--- src/rtl/pixclk_pkg.sv ---
// pixclk_pkg: shared constants for the pixel clock divider.
//   DIV_W_DEFAULT       - default width of the divisor / period counter
//   DEFAULT_DIV_DEFAULT - default divisor in force after reset
//   TICK_CNT_W          - width of the optional tick counter output
package pixclk_pkg;

  localparam int unsigned DIV_W_DEFAULT       = 8;
  localparam int unsigned DEFAULT_DIV_DEFAULT = 2;
  localparam int unsigned TICK_CNT_W          = 16;

endpackage : pixclk_pkg

--- src/rtl/pixel_clk_gen.sv ---
// pixel_clk_gen: programmable integer clock divider producing a registered
// divided clock and a one-cycle tick on each of its rising edges. A new divisor
// is only adopted at a period boundary, so phases are never truncated.
//
// Ports
//   clk          in   system clock, rising edge
//   rst          in   asynchronous active-high reset
//   en           in   count enable; low freezes the divider
//   div_in       in   requested divisor (DIV_W bits)
//   div_load     in   single-cycle divisor change request
//   div_pending  out  an accepted divisor is waiting for a boundary
//   pixel_clk    out  divided clock (registered)
//   pixel_tick   out  one-cycle pulse with each pixel_clk rising edge
//   tick_count   out  16-bit wrapping tick counter (PIXCLK_TICK_COUNT_EN only)
//
// Build option: define PIXCLK_TICK_COUNT_EN to add the tick_count output.
module pixel_clk_gen
  import pixclk_pkg::*;
#(
  parameter int unsigned DIV_W       = DIV_W_DEFAULT,
  parameter int unsigned DEFAULT_DIV = DEFAULT_DIV_DEFAULT
) (
  input  logic                  clk,
  input  logic                  rst,
  input  logic                  en,
  input  logic [DIV_W-1:0]      div_in,
  input  logic                  div_load,
  output logic                  div_pending,
  output logic                  pixel_clk,
  output logic                  pixel_tick
`ifdef PIXCLK_TICK_COUNT_EN
  ,
  output logic [TICK_CNT_W-1:0] tick_count
`endif
);

  localparam logic [DIV_W-1:0] RST_DIV = DIV_W'(DEFAULT_DIV);
  localparam logic [DIV_W-1:0] ONE     = DIV_W'(1);

  logic [DIV_W-1:0] cnt_q,      cnt_d;
  logic [DIV_W-1:0] cur_div_q,  cur_div_d;
  logic [DIV_W-1:0] pend_div_q, pend_div_d;
  logic             pend_q,     pend_d;
  logic             pclk_q,     pclk_d;
  logic             tick_q,     tick_d;

  logic [DIV_W-1:0] half_div;
  logic [DIV_W-1:0] last_cnt;
  logic             degenerate;
  logic             boundary;

  // Period geometry: high phase is floor(N/2); divisors 0 and 1 make every
  // cycle a boundary so pending divisors apply on the next enabled edge.
  assign half_div   = cur_div_q >> 1;
  assign last_cnt   = cur_div_q - ONE;
  assign degenerate = (cur_div_q <= ONE);
  assign boundary   = degenerate || (cnt_q == last_cnt);

  // Next-state for counter, divisor handoff and outputs.
  always_comb begin
    cnt_d      = cnt_q;
    cur_div_d  = cur_div_q;
    pend_div_d = pend_div_q;
    pend_d     = pend_q;
    pclk_d     = pclk_q;
    tick_d     = 1'b0;

    if (en) begin
      if (cur_div_q == '0) begin
        pclk_d = 1'b0;
        tick_d = 1'b0;
      end else if (cur_div_q == ONE) begin
        pclk_d = 1'b1;
        tick_d = 1'b1;
      end else begin
        pclk_d = (cnt_q < half_div);
        tick_d = (cnt_q == '0);
      end

      if (boundary) begin
        cnt_d = '0;
        // A load landing on the boundary beats any older pending value.
        if (div_load) begin
          cur_div_d = div_in;
          pend_d    = 1'b0;
        end else if (pend_q) begin
          cur_div_d = pend_div_q;
          pend_d    = 1'b0;
        end
      end else begin
        cnt_d = cnt_q + ONE;
        if (div_load) begin
          pend_div_d = div_in;
          pend_d     = 1'b1;
        end
      end
    end else if (div_load) begin
      // Frozen: still accept the request, boundaries are not evaluated.
      pend_div_d = div_in;
      pend_d     = 1'b1;
    end
  end

  // State and output registers.
  always_ff @(posedge clk or posedge rst) begin
    if (rst) begin
      cnt_q      <= '0;
      cur_div_q  <= RST_DIV;
      pend_div_q <= '0;
      pend_q     <= 1'b0;
      pclk_q     <= 1'b0;
      tick_q     <= 1'b0;
    end else begin
      cnt_q      <= cnt_d;
      cur_div_q  <= cur_div_d;
      pend_div_q <= pend_div_d;
      pend_q     <= pend_d;
      pclk_q     <= pclk_d;
      tick_q     <= tick_d;
    end
  end

  assign div_pending = pend_q;
  assign pixel_clk   = pclk_q;
  assign pixel_tick  = tick_q;

`ifdef PIXCLK_TICK_COUNT_EN
  logic [TICK_CNT_W-1:0] tick_cnt_q, tick_cnt_d;

  // Counts ticks as they are issued; wraps naturally at all-ones.
  always_comb begin
    tick_cnt_d = tick_cnt_q;
    if (tick_d) begin
      tick_cnt_d = tick_cnt_q + TICK_CNT_W'(1);
    end
  end

  always_ff @(posedge clk or posedge rst) begin
    if (rst) begin
      tick_cnt_q <= '0;
    end else begin
      tick_cnt_q <= tick_cnt_d;
    end
  end

  assign tick_count = tick_cnt_q;
`endif

endmodule : pixel_clk_gen

--- config.mk ---
export PLATFORM = sky130hd
export DESIGN_NAME = pixel_clk_gen
export DESIGN_NICKNAME = d
export VERILOG_FILES = /design/src/rtl/pixclk_pkg.sv /design/src/rtl/pixel_clk_gen.sv
export SDC_FILE = /design/constraint.sdc
export NUM_CORES = 1
export LEC_CHECK = 0
export CAP_MARGIN = 20
export CORE_MARGIN = 1.5
export CORE_UTILIZATION = 49
export DETAILED_ROUTE_END_ITERATION = 8
export PLACE_DENSITY_LB_ADDON = 0.08
export SYNTH_ARGS = -nofsm -noshare
export SYNTH_HDL_FRONTEND = slang
export SYNTH_SLANG_ARGS = --single-unit
export TNS_END_PERCENT = 20
--- constraint.sdc ---
create_clock -name clk -period 4.95 [get_ports clk]
set_input_delay 0.99 -clock clk [delete_from_list [all_inputs] [get_ports clk]]
set_output_delay 0.99 -clock clk [all_outputs]
set_load 0.03 [all_outputs]
# [Word-level counts from Yosys, hierarchy flattened]
# Index checks and enable logic that the tools add are counted.
# Widths: inputs -> output; s select.
[totals] output_inout_bits=3 register_bits=27 wordCells=32 input_bits=12
[classes] magnitude_cmp=2 mux=14 n_reduce_logical=5 n_eq_ne=3 addsub=2
[ops] cell="$mux 8" n=6
[ops] cell="$logic_not 8->1" n=2
[ops] cell="$add 8x1->8 const B" n=1
[ops] cell="$eq 8x1->1 const B" n=1
[ops] cell="$eq 8x8->1" n=1
[ops] cell="$le 8x1->1 const B" n=1
[ops] cell="$lt 8x7->1" n=1
[ops] cell="$mux 1" n=8
[ops] cell="$sub 8x1->8 const B" n=1
[ops] cell="$reduce_and 3->1" n=1
[ops] cell="$ne 2x2->1 const B" n=1
[ops] cell="$reduce_bool 2->1" n=1
[ops] cell="$logic_or 1x1->1" n=1

# [Longest topological paths before layout]
[logic_depth] depth_word=5 ltp_mapped=11 ltp_nobuf=8

# [Worst setup path after synthesis]
# OpenSTA, ideal clock, no wires.
[synth_path] kind="reg2reg" from="register cur_div_q[1]" to="register cnt_q[3]" synth_period_minus_slack_ps=2336 arrival_ps=2210 required_time_ps=4824 path_stages_with_launch=11 setup_time_ps=126 path_buffers=2 path_slack_ps=2614 cell_sequence="dfstp_2 -> inv_1 -> ha_1 -> buf_2 -> o21ba_2 -> a221oi_1 -> a41oi_1 -> a211oi_2 -> buf_4 -> nor4_1 -> a221o_1"
[synth_via] elab_chain_cells=4 word_cells_on_any_way=5 classes_between="add/sub: 1; order compare: 1; eq/ne: 1; mux: 1; reduce/logical: 1"
[synth_lines] element="start, declared" line="pixel_clk_gen.sv:41" rtl="logic [DIV_W-1:0] cur_div_q, cur_div_d;"
[synth_lines] element="start signal, assigned" line="pixel_clk_gen.sv:115" rtl="cur_div_q <= cur_div_d;"
[synth_lines] element="$sub 8x1->8" line="pixel_clk_gen.sv:55" rtl="assign last_cnt = cur_div_q - ONE;"
[synth_lines] element="$eq 8x8->1" line="pixel_clk_gen.sv:57" rtl="assign boundary = degenerate || (cnt_q == last_cnt);"
[synth_lines] element="$logic_or 1x1->1 *" line="pixel_clk_gen.sv:57"
[synth_lines] element="$mux 8 *" line="pixel_clk_gen.sv:80" rtl="if (boundary) begin"
[synth_lines] element="end signal, assigned" line="pixel_clk_gen.sv:114" rtl="cnt_q <= cnt_d;"
[synth_lines] element="end, declared" line="pixel_clk_gen.sv:40" rtl="logic [DIV_W-1:0] cnt_q, cnt_d;"
# Every way passes the cells marked *; elsewhere a longest branch is shown, timed or not.
# A chain may end at the register's enable or synchronous reset.

# [Final worst setup path]
[layout_path] from="register cur_div_q[1]" to="register cur_div_q[0]"
[layout_via] elab_chain_cells=4 word_cells_on_any_way=5 classes_between="add/sub: 1; order compare: 1; eq/ne: 1; reduce/logical: 2"
[layout_lines] element="$sub 8x1->8" line="pixel_clk_gen.sv:55"
[layout_lines] element="$eq 8x8->1" line="pixel_clk_gen.sv:57"
[layout_lines] element="$logic_or 1x1->1 *" line="pixel_clk_gen.sv:57"
[layout_lines] element="$reduce_and 3->1 (no line) *"
# Marked as above.

==> flow_summary.toml <==
[die]
fp.coreArea_sq_um = 3442
io_pins = 15
dieWidth_um = 64.02
die-area_sq_um = 4098
start_util_pct = 53.00
rows = 21
die_h_um = 64.02

[clocking]
clk_latency_ps = 270
cts_tree = "done"
post-cts-setup-buffer-count = 0
cts_buffers = 3
cts_max_path_buffers = 2
htree_levels = 1
clk_pin_slew_ps = 90
cts_hold_buf = 0
cts_resized = 0
cts_sinks = 27
clockRootBuffer = "clkbuf_8"

[grt]
grt_pass1_wl_um = 7058
grt.total_usage_pct = 21.83
antenna_found_initial = 0
grt_pass1_vias = 1503
grt_max_degree = 28
overflow = 0

[place]
hpwl_um = 3000
io_buffers = 14
place_congestion = 0.8520

[logic_synthesis]
ys_types = 51
async_reset_ff_share_pct = 100.0
synthCells = 204
ys_warn_count = 0
synth_seq_cells = 27
syn_area_sq_um = 1824
syn_nets = 226
yosysSeqAreaShare_pct = 37.11
synth_flop_cell = "dfrtp_1"
avgSynthCellArea_sq_um = 8.942
synth_edf_count = 0

[cells_and_area]
final_nets = 235
area_growth_pct = 12.14
drive_gt1_share_pct = 9.434
nFillCells = 303
antenna_cells = 0

[pwr]
power_leakage_uw = 0.0009306
powerDensity_nw_per_um2 = 314.2
irDropWorstVdd_mv = 0.2031
p_total_uw = 642.8

[timing]
relSlewSlack_pct = 54.49
setup_viol = 0
tns_ps = 0
final_max_slew_viol_count = 0
period_minus_slack_ps = 3122
hold_violations = 0
worst_pin_slew_ps = 681.4
clock_skew_ps = 3.892
finalCritPeriodShare_pct = 63.08
fmax_ghz = 0.3203
rsz0062_at_grt = "false"

[worst_setup_path]
critPathRequiredTime_ps = 5120
worstPathArrival_ps = 3290
path_class = "register to register"
crit_path_end_kind = "register"
start_kind = "register"
crit_fanout = 13

[drt]
vias_per_cell = 5.841
post_drt_wl_per_cell_um = 15.46
antenna_left = 0
drt_iter0_markers = 114
dr.pass1.iters = 4
drc = 0
vias = 1507
wl_um = 3989

[run_status]
status = "finished, final reports clean"

[min_path]
hp-class = "register to register"

[flow_run]
drv_cap = 0
## cell type report
cell class                 instances  area (sq um)  share of cell area, %
clock buffer                       3         41.29                  2.018
multi-input combinational        150          1037                  50.70
inverter                          16         60.06                  2.936
tap                               46         57.56                  2.813
clock inverter                     1         5.005                 0.2446
sequential                        27         676.9                  33.09
timing repair buffer              15         167.7                  8.196
## worst paths after layout
kind,start,to,slack [ps],depth (start not counted)
worst max-delay path,cur_div_q[1]$_DFFE_PP1P_,cur_div_q[0]$_DFFE_PP0P_,1830,8
worst min-delay path,pixel_clk$_DFFE_PP0P_,pixel_clk$_DFFE_PP0P_,500,2
worst max register to register,cur_div_q[1]$_DFFE_PP1P_,cur_div_q[0]$_DFFE_PP0P_,1830,8
worst min register to register,pixel_clk$_DFFE_PP0P_,pixel_clk$_DFFE_PP0P_,500,2
max in group asynchronous,rst,cur_div_q[1]$_DFFE_PP1P_,3580,3
min in group asynchronous,rst,pend_div_q[6]$_DFFE_PP0P_,910,2
## registers in the layout, summed over array words and instances (netlist names)
signal / flops
cnt_q: 8
cur_div_q: 8
div_pending: 1
pend_div_q: 8
pixel_clk: 1
pixel_tick: 1
## synthesized netlist by cell type (all sizes together), types with 2 or more instances
cell type / count / share of area, %
mux2: 8 / 4.9
clkbuf: 6 / 1.3
xor2: 5 / 2.4
nor4: 3 / 1.9
nor2b: 4 / 1.4
o22ai: 8 / 2.7
xnor2: 7 / 3.4
o21ai: 5 / 1.4
o211ai: 2 / 0.82
o32a: 2 / 1.1
a21oi: 14 / 3.8
a211oi: 2 / 1.1
a21o: 3 / 1.2
or2: 3 / 1.0
nand4: 6 / 2.1
inv: 16 / 3.3
nand2: 19 / 3.9
nor3: 5 / 1.4
buf: 5 / 1.4
and3: 7 / 2.4
ha: 10 / 6.9
nand3: 5 / 1.6
dfrtp: 26 / 36
nor2: 13 / 2.7
## through the flow
| step | instances | util, % | cell area (sq um) | hold slack, ps | worst slack, ps |
|---|---|---|---|---|---|
| finish | 258 | 59.43 | 2046 | 503.7 | 1828 |
| global route | 258 | 59.43 | 2046 | 551.6 | 1533 |
| CTS | 257 | 58.63 | 2018 | 507.5 | 1834 |
| detailed placement | 253 | 57.29 | 1972 | 485.0 | 1856 |
| global placement | 253 | 57.29 | 1972 | 490.3 | 1881 |
| floorplan | 204 | - | 1824 | 480.5 | 2614 |
## cell usage in the layout, fill, tap and decap left out, drive strengths merged, types with 6 or more instances in the layout
master,n
mux2,8
nand4,6
dfrtp,26
inv,16
a21oi,14
ha,10
clkdlybuf4s50,14
nor2,13
xnor2,7
and3,7
nand2,19
o22ai,8
## layer usage
metal	part of all wire, %	wire, um	vias to the layer above	GRT usage (%)
li1	-	-	747	-
met1	50	2013	726	32.54
met2	46	1831	31	32.81
met3	2.9	117	3	2.993
met4	0.68	27	0	6.522
met5	0	0	-	0
## power by group
group	switching (uW)	total [uW]	internal, uW	leakage (uW)
Sequential	65.0	318	253	0.000296
Clock	69.7	126	56.5	0.0000255
Combinational	98.2	198	100	0.000609
## cell families after synthesis
logic type	Yosys count	synth area share [%]
buffers and inverters	27	6.035
XOR/XNOR	12	5.761
adder cells (fa/ha/maj)	10	6.859
multiplexers	9	5.487
AND/OR/NAND/NOR	69	19.89
AO/OA/AOI/OAI	50	18.86
flip-flops	27	37.11
## worst max-delay path, stage by stage, from the launching register on
cell	delay (ps)
dfstp_2	610
inv_1	80
ha_1	330
o21bai_1	220
a2111o_1	410
o311a_1	130
a211oi_2	590
o21ai_0	380
o32a_1	260
(Power assumes the default switching activity.)
